==> src/rtl/pw_capture_arbiter_pkg.sv <==
// pw_arb_pkg: shared FSM state type and sizing helpers for pw_capture_arbiter.
// Contents:
//   state_t  - session FSM states IDLE / RUN / DRAIN
//   chw()    - channel-index width for a given channel count
//   sat_max()- largest value a WIDTH-bit width counter can hold
package pw_arb_pkg;
   typedef enum logic [1:0] {IDLE, RUN, DRAIN} state_t;
   function automatic int chw(input int n);
      return (n > 1) ? $clog2(n) : 1;
   endfunction
   function automatic longint unsigned sat_max(input int w);
      return (64'd1 << w) - 64'd1;
   endfunction
endpackage

==> src/rtl/pw_capture_arbiter_if.sv <==
// pw_capture_arbiter_if: valid/ready result stream carrying one measured pulse width.
// Signals:
//   out_valid - result word available (producer)
//   out_ready - consumer accepts the word when high with out_valid
//   out_data  - measured high time in clk cycles
//   out_ch    - channel index of out_data
//   out_ovf   - word follows at least one dropped result on its channel
// Modports: master = producer (capture arbiter), slave = consumer (readout).
interface pw_capture_arbiter_if
   import pw_arb_pkg::*;
#(
   parameter int NCH   = 4,
   parameter int WIDTH = 8
);
   logic             out_valid;
   logic             out_ready;
   logic             out_ovf;
   logic [WIDTH-1:0] out_data;
   logic [chw(NCH)-1:0] out_ch;
   modport master(output out_valid, out_data, out_ch, out_ovf, input out_ready);
   modport slave(input out_valid, out_data, out_ch, out_ovf, output out_ready);
endinterface

==> src/rtl/pw_capture_arbiter_channel.sv <==
// pw_channel: one pulse-width measurement lane of pw_capture_arbiter.
// Ports:
//   clk, rst  - clock, synchronous active-high reset
//   run       - session is in RUN; measurements only progress here
//   start     - session is being armed this cycle; clears done/ovf
//   oneshot   - session mode; a done lane starts no further measurement
//   in_bit    - probe input, already synchronous to clk
//   grant     - arbiter takes this lane's pending result this edge
//   pending   - a completed result is waiting for the arbiter
//   result    - the waiting result (saturated high time)
//   done      - lane has completed at least one measurement this session
//   ovf       - sticky dropped-result flag (only with PW_ARB_OVF_EN)
// Optional feature macro: PW_ARB_OVF_EN (per-lane ovf storage).
module pw_channel
   import pw_arb_pkg::*;
#(
   parameter int WIDTH = 8
) (
   input  logic             clk,
   input  logic             rst,
   input  logic             run,
   input  logic             start,
   input  logic             oneshot,
   input  logic             in_bit,
   input  logic             grant,
   output logic             pending,
   output logic [WIDTH-1:0] result,
   output logic             done,
   output logic             ovf
);
   localparam logic [WIDTH-1:0] MAX = WIDTH'(sat_max(WIDTH));
   logic             prev;
   logic             trk;
   logic [WIDTH-1:0] cnt;
   logic             comp;
   logic             rise;
   assign comp = run && trk && !in_bit;
   // prev runs in every state so an input already high at arm never looks like a rise
   assign rise = run && !trk && in_bit && !prev && !(oneshot && done);
   always_ff @(posedge clk) begin
      if (rst) begin
         prev    <= 1'b0;
         trk     <= 1'b0;
         cnt     <= '0;
         result  <= '0;
         pending <= 1'b0;
         done    <= 1'b0;
      end else begin
         prev <= in_bit;
         if (start) done <= 1'b0;
         if (grant) pending <= 1'b0;
         if (!run) begin
            trk <= 1'b0;
            cnt <= '0;
         end else if (comp) begin
            trk  <= 1'b0;
            cnt  <= '0;
            done <= 1'b1;
            // an unclaimed older result wins; the new one is dropped
            if (!pending || grant) begin
               result  <= cnt;
               pending <= 1'b1;
            end
         end else if (trk) begin
            cnt <= (cnt == MAX) ? cnt : cnt + 1'b1;
         end else if (rise) begin
            trk <= 1'b1;
            cnt <= WIDTH'(1);
         end
      end
   end
`ifdef PW_ARB_OVF_EN
   always_ff @(posedge clk) begin
      if (rst || start) ovf <= 1'b0;
      else if (comp && pending && !grant) ovf <= 1'b1;
      else if (grant) ovf <= 1'b0;
   end
`else
   assign ovf = 1'b0;
`endif
endmodule

==> src/rtl/pw_capture_arbiter.sv <==
// pw_capture_arbiter: multi-channel pulse-width capture with arm/run/drain session
// control and a round-robin valid/ready result stream.
// Ports:
//   clk, rst - clock, synchronous active-high reset
//   arm      - pulse; starts a session from IDLE
//   oneshot  - sampled with arm; 1 = one result per channel then stop
//   stop     - pulse; ends a continuous session (RUN -> DRAIN)
//   in_data  - probe inputs, one bit per channel
//   busy     - session active (state != IDLE)
//   res      - result stream (master side of pw_capture_arbiter_if)
// Optional feature macro: PW_ARB_OVF_EN (out_ovf reports dropped results;
// without it out_ovf is constant 0).
module pw_capture_arbiter
   import pw_arb_pkg::*;
#(
   parameter int NCH   = 4,
   parameter int WIDTH = 8
) (
   input  logic           clk,
   input  logic           rst,
   input  logic           arm,
   input  logic           oneshot,
   input  logic           stop,
   input  logic [NCH-1:0] in_data,
   output logic           busy,
   pw_capture_arbiter_if.master res
);
   localparam int CHW = chw(NCH);
   state_t           state;
   state_t           state_nx;
   logic             mode;
   logic             run;
   logic             start;
   logic             load;
   logic             any;
   logic [CHW-1:0]   ptr;
   logic [CHW-1:0]   gnt;
   logic [CHW-1:0]   idx [NCH];
   logic [NCH-1:0]   pend;
   logic [NCH-1:0]   done;
   logic [NCH-1:0]   lovf;
   logic [NCH-1:0]   grant;
   logic [WIDTH-1:0] result [NCH];
   logic             valid_q;
   logic             ovf_q;
   logic [WIDTH-1:0] data_q;
   logic [CHW-1:0]   ch_q;
   genvar i;
   generate
      for (i = 0; i < NCH; i++) begin : g_lane
         pw_channel #(.WIDTH(WIDTH)) u_lane (
            .clk    (clk),
            .rst    (rst),
            .run    (run),
            .start  (start),
            .oneshot(mode),
            .in_bit (in_data[i]),
            .grant  (grant[i]),
            .pending(pend[i]),
            .result (result[i]),
            .done   (done[i]),
            .ovf    (lovf[i])
         );
      end
   endgenerate
   always_ff @(posedge clk) begin
      if (rst) begin
         state <= IDLE;
         mode  <= 1'b0;
      end else begin
         state <= state_nx;
         if (start) mode <= oneshot;
      end
   end
   always_comb
      state_nx = (state == IDLE) ? (arm ? RUN : IDLE) :
                 (state == RUN)  ? (((stop && !mode) || (mode && &done)) ? DRAIN : RUN) :
                 (!(|pend) && load) ? IDLE : DRAIN;
   always_comb begin
      busy  = (state != IDLE);
      run   = (state == RUN);
      start = (state == IDLE) && arm;
   end
   // search order starts at the round-robin pointer and wraps
   always_comb
      for (int k = 0; k < NCH; k++) idx[k] = CHW'((int'(ptr) + k) % NCH);
   // walking from the far end lets the nearest pending lane overwrite the rest
   always_comb begin
      any = 1'b0;
      gnt = '0;
      for (int k = NCH - 1; k >= 0; k--)
         if (pend[idx[k]]) begin
            any = 1'b1;
            gnt = idx[k];
         end
   end
   assign load  = !valid_q || res.out_ready;
   assign grant = (load && any) ? (NCH'(1) << gnt) : '0;
   always_ff @(posedge clk) begin
      if (rst) begin
         valid_q <= 1'b0;
         data_q  <= '0;
         ch_q    <= '0;
         ovf_q   <= 1'b0;
         ptr     <= '0;
      end else if (load) begin
         valid_q <= any;
         if (any) begin
            data_q <= result[gnt];
            ch_q   <= gnt;
            ovf_q  <= lovf[gnt];
            ptr    <= (int'(gnt) == NCH - 1) ? '0 : gnt + 1'b1;
         end
      end
   end
   assign res.out_valid = valid_q;
   assign res.out_data  = data_q;
   assign res.out_ch    = ch_q;
   assign res.out_ovf   = ovf_q;
endmodule

==> src/flat_wrapper.sv <==
// flat-port wrapper written by rule: the top's interface ports become plain ports
module pw_capture_arbiter_flat import pw_arb_pkg::*;
#(
   parameter int NCH   = 4,
   parameter int WIDTH = 8
)
  (clk, rst, arm, oneshot, stop, in_data, busy, res_out_valid, res_out_data, res_out_ch, res_out_ovf, res_out_ready);
  pw_capture_arbiter_if #(.NCH(NCH), .WIDTH(WIDTH)) res_i ();
  input  logic clk;
  input  logic rst;
  input  logic arm;
  input  logic oneshot;
  input  logic stop;
  input  logic [NCH-1:0] in_data;
  output logic busy;
  output wire logic [$bits(res_i.out_valid)-1:0] res_out_valid;
  output wire logic [$bits(res_i.out_data)-1:0] res_out_data;
  output wire logic [$bits(res_i.out_ch)-1:0] res_out_ch;
  output wire logic [$bits(res_i.out_ovf)-1:0] res_out_ovf;
  input wire logic [$bits(res_i.out_ready)-1:0] res_out_ready;
  assign res_out_valid = res_i.out_valid;
  assign res_out_data = res_i.out_data;
  assign res_out_ch = res_i.out_ch;
  assign res_out_ovf = res_i.out_ovf;
  assign res_i.out_ready = res_out_ready;
  pw_capture_arbiter #(.NCH(NCH), .WIDTH(WIDTH)) u_core (.clk(clk), .rst(rst), .arm(arm), .oneshot(oneshot), .stop(stop), .in_data(in_data), .busy(busy), .res(res_i));
endmodule
==> config.mk <==
export PLATFORM = sky130hd
export DESIGN_NAME = pw_capture_arbiter_flat
export DESIGN_NICKNAME = d
export VERILOG_FILES = /design/src/rtl/pw_capture_arbiter_pkg.sv /design/src/rtl/pw_capture_arbiter_if.sv /design/src/rtl/pw_capture_arbiter_channel.sv /design/src/rtl/pw_capture_arbiter.sv /design/src/flat_wrapper.sv
export SDC_FILE = /design/constraint.sdc
export NUM_CORES = 1
export LEC_CHECK = 0
export CAP_MARGIN = 40
export CORE_ASPECT_RATIO = 0.5
export CORE_UTILIZATION = 49
export DETAILED_ROUTE_END_ITERATION = 6
export GPL_TIMING_DRIVEN = 0
export HOLD_SLACK_MARGIN = 0.06
export PLACE_DENSITY_LB_ADDON = 0.2
export SYNTH_ARGS = -nofsm -noshare
export SYNTH_HDL_FRONTEND = slang
export SYNTH_SLANG_ARGS = --single-unit
==> constraint.sdc <==
create_clock -name clk -period 2.75 [get_ports clk]
set_input_delay 0.55 -clock clk [delete_from_list [all_inputs] [get_ports clk]]
set_output_delay 0.55 -clock clk [all_outputs]
set_load 0.01 [all_outputs]
==> results.sh <==
export IMPL_synthFlopType="dfxtp_1"
export IMPL_grt_pass1_wl_mm=16.8
export IMPL_drv_slew=0
export IMPL_synth_seq_cells=96
export IMPL_yosys_warnings=0
export IMPL_ios=23
export IMPL_netlist_top_cell_by_area="dfxtp_1"
export IMPL_tightestPinTransition_ns=0.751
export IMPL_grt_pass1_vias=3315
export IMPL_slew_headroom_pct=49.5
export IMPL_gp_routability_congestion=0.883
export IMPL_finalWirelength_mm=10.3
export IMPL_violations="DRC"
export IMPL_p_comb_share_pct=4.1
export IMPL_drc=4
export IMPL_grt_max_degree=15
export IMPL_syn_cell_area_mm2=0.00458
export IMPL_intPower_mw=2.32
export IMPL_met3_length_um=484
export IMPL_hp_class="flop to flop"
export IMPL_total_power_mw=2.90
export IMPL_critPathMaxFanout=10
export IMPL_yosys_cell_types_count=48
export IMPL_highest_layer="met4"
export IMPL_post_drt_wl_per_cell_um=15.3
export IMPL_area_growth_pct=15.2
export IMPL_die_y_um=70.4
export IMPL_instances_no_fill=673
export IMPL_period_minus_slack_ns=2.45
export IMPL_layout_nets=566
export IMPL_whs_ns=0.454
export IMPL_yosysSeqAreaShare_pct=41.9
export IMPL_dieArea_mm2=0.00976
export IMPL_synthTopCellsByArea="dfxtp_1 (42%), mux2i_1 (9.2%), nand2b_1 (7.9%)"
export IMPL_hold_violations=0
export IMPL_rsz0062_at_grt="no"
export IMPL_cts_buffers=9
export IMPL_status="complete, but fails checks"
export IMPL_synth_edf_count=0
export IMPL_placed_cells=657
export IMPL_cp_arrival_ns=2.65
export IMPL_vias_per_cell=5.40
export IMPL_netlist_instances=518
export IMPL_worst_ep_required_time_ns=2.95
export IMPL_p_leak_nw=1.65
export IMPL_antenna_cells=0
export IMPL_hold_buffers=0
export IMPL_vdd_ir_drop_max_uv=393
export IMPL_pwr_density_cell_mw_per_mm2=550
export IMPL_p_clk_share_pct=47.5
export IMPL_dr_pass1_iters=6
export IMPL_die_w_um=139
export IMPL_yosys_top_cells_count="dfxtp_1 (96), nand2b_1 (58), nor2_1 (55)"
export IMPL_yosysMostFrequentCell="dfxtp_1"
export IMPL_antenna_found_initial=0
export IMPL_ctsLongestPathBuffers=2
export IMPL_fmax_mhz=408
export IMPL_path_clk_slew_ns=0.06
export IMPL_async_flop_share_pct=0
export IMPL_syn_nets=533
export IMPL_avgSynthCellArea_um2=8.85
export IMPL_ant_nets=0
export IMPL_grt_usage_pct=22.3
export IMPL_start_kind="flop"
export IMPL_clock_sinks=96
export IMPL_cts_setup_buffers=0
export IMPL_floorplan_initialDensity_pct=51.5
export IMPL_cts_htree_levels=3
export IMPL_synth_top_area_share_pct=41.9
export IMPL_std_cell_rows=24
export IMPL_p_seq_share_pct=48.4
export IMPL_grt_ovfl_total=0
export IMPL_finalSetupViolations=0
export IMPL_max_cap_viol_count=0
export IMPL_fin_util_pct=59.4
export IMPL_path_class="flop to flop"
export IMPL_io_buffers=21
export IMPL_ctsRootBufferMaster="clkbuf_16"
export IMPL_finalSetupTns_ns=0
export IMPL_met2_wirelength_mm=4.24
export IMPL_r2r_slack_ns=0.30
export IMPL_drtIter0Drc=220
export IMPL_cts_resized=0
export IMPL_worst_setup_path_end_kind="flop"
export IMPL_p_switching_mw=0.581
export IMPL_layout_drive_gt1_share_pct=6.47
export IMPL_drt_met1_wl_mm=5.46
export IMPL_cts_tree="built"
export IMPL_route_vias_total=3633
export IMPL_clk_latency_ns=0.34
export IMPL_coreArea_mm2=0.00889
export IMPL_switching_share_pct=20.0
export IMPL_timing_final_crit_share_pct=89.1
export IMPL_dp_hpwl_mm=7.47
export IMPL_worst_clock_skew_ns=0.00716
## routing by layer
layer / track usage (%) / vias to the layer above
li1: - / 1866
met5: 0 / -
met4: 7.41 / 0
met3: 4.80 / 6
met2: 31.5 / 60
met1: 33.3 / 1701
## placed cells by master (no fill, tap or decap), types with 3 or more instances in the layout
| master | netlist | final |
|---|---|---|
| or2_2 | 6 | 6 |
| nor4_1 | 9 | 9 |
| buf_2 | 4 | 4 |
| a21oi_1 | 30 | 30 |
| clkbuf_1 | 16 | 18 |
| nor2_1 | 55 | 55 |
| xnor2_1 | 21 | 21 |
| a31oi_1 | 3 | 3 |
| a211oi_1 | 7 | 7 |
| or3_1 | 3 | 3 |
| dfxtp_1 | 96 | 96 |
| mux2i_1 | 42 | 42 |
| o32ai_4 | 3 | 3 |
| o31ai_1 | 6 | 6 |
| nor3_1 | 11 | 11 |
| nor3b_1 | 4 | 4 |
| clkbuf_8 | 0 | 3 |
| nor2b_1 | 11 | 11 |
| o21ai_0 | 6 | 6 |
| o211ai_1 | 3 | 3 |
| nand3b_1 | 8 | 8 |
| nand2_1 | 38 | 38 |
| nand2b_1 | 58 | 58 |
| clkbuf_16 | 0 | 9 |
| nand4_1 | 5 | 5 |
| nand3_1 | 24 | 24 |
| clkdlybuf4s50_1 | 0 | 21 |
| inv_1 | 9 | 9 |
| ha_1 | 5 | 5 |
| o221ai_1 | 6 | 6 |
## layout make-up
class,instances,area (µm²)
sequential,96,1920
buffer,24,114
timing repair buffer,22,214
inverter,11,43.8
multi-input combinational,387,2510
tap,117,146
clock inverter,2,60.1
fill,794,3610
clock buffer,14,274
## path summary, 6_finish.rpt
| path | start | endpoint | cells after the start |
|---|---|---|---|
| worst max-delay path | u_core.g_lane[3].u_lane.pending | u_core.g_lane[3].u_lane.result[3] | 11 |
| worst max register to register | u_core.g_lane[3].u_lane.pending | u_core.g_lane[3].u_lane.result[3] | 11 |
| worst min-delay path | u_core.res.out_ch[1] | u_core.res.out_ch[1] | 2 |
| worst min register to register | u_core.res.out_ch[1] | u_core.res.out_ch[1] | 2 |
## power by group through the flow
stage	Clock, mW	Combinational, mW	Sequential [mW]
after detailed placement	0	0.119	1.44
after global placement	0	0.118	1.44
after global routing	1.47	0.130	1.40
final	1.38	0.120	1.40
after CTS	1.40	0.119	1.40
after floorplan	0	0.0763	1.43
## registers in the layout, indices dropped and copies added, names as in the netlist
signal / flops
u_core.res.out_data: 8
u_core.ptr: 2
u_core.res.out_valid: 1
u_core.g_lane.u_lane.result: 32
u_core.mode: 1
u_core.g_lane.u_lane.pending: 4
u_core.g_lane.u_lane.trk: 4
u_core.state: 2
u_core.g_lane.u_lane.cnt: 32
u_core.g_lane.u_lane.done: 4
u_core.res.out_ch: 2
u_core.g_lane.u_lane.prev: 4
## logic make-up after synthesis
| kind of cell | after synthesis | synth area share (%) |
|---|---|---|
| and+or+nand+nor | 244 | 28.2 |
| other | 1 | 0.0818 |
| DFF | 96 | 41.9 |
| buffers and inverters | 35 | 3.44 |
| xor gates and xnor gates | 21 | 4.01 |
| adders and majority gates | 5 | 1.37 |
| muxes | 42 | 9.18 |
| AOI/OAI and AO/OA | 74 | 11.8 |
## critical path, cell delays in order (launching register included)
cell and delay (ns):
dfxtp_1 0.30, clkbuf_1 0.29, a21o_1 0.24, nand3_4 0.13
inv_2 0.11, buf_6 0.17, ha_1 0.16, inv_1 0.05
o21ai_2 0.35, nand2_1 0.29, nand2_1 0.14, a21oi_1 0.07
## through the flow
stage / setup WS, ns / instance area (µm²)
6_report: 0.300 / 5280
5_1_grt: 0.110 / 5280
4_1_cts: 0.117 / 5280
3_5_place_dp: 0.119 / 4940
3_3_place_gp: 0.177 / 4940
2_1_floorplan: 0.585 / 4580
No activity file was read; power rests on OpenSTA's default activity.
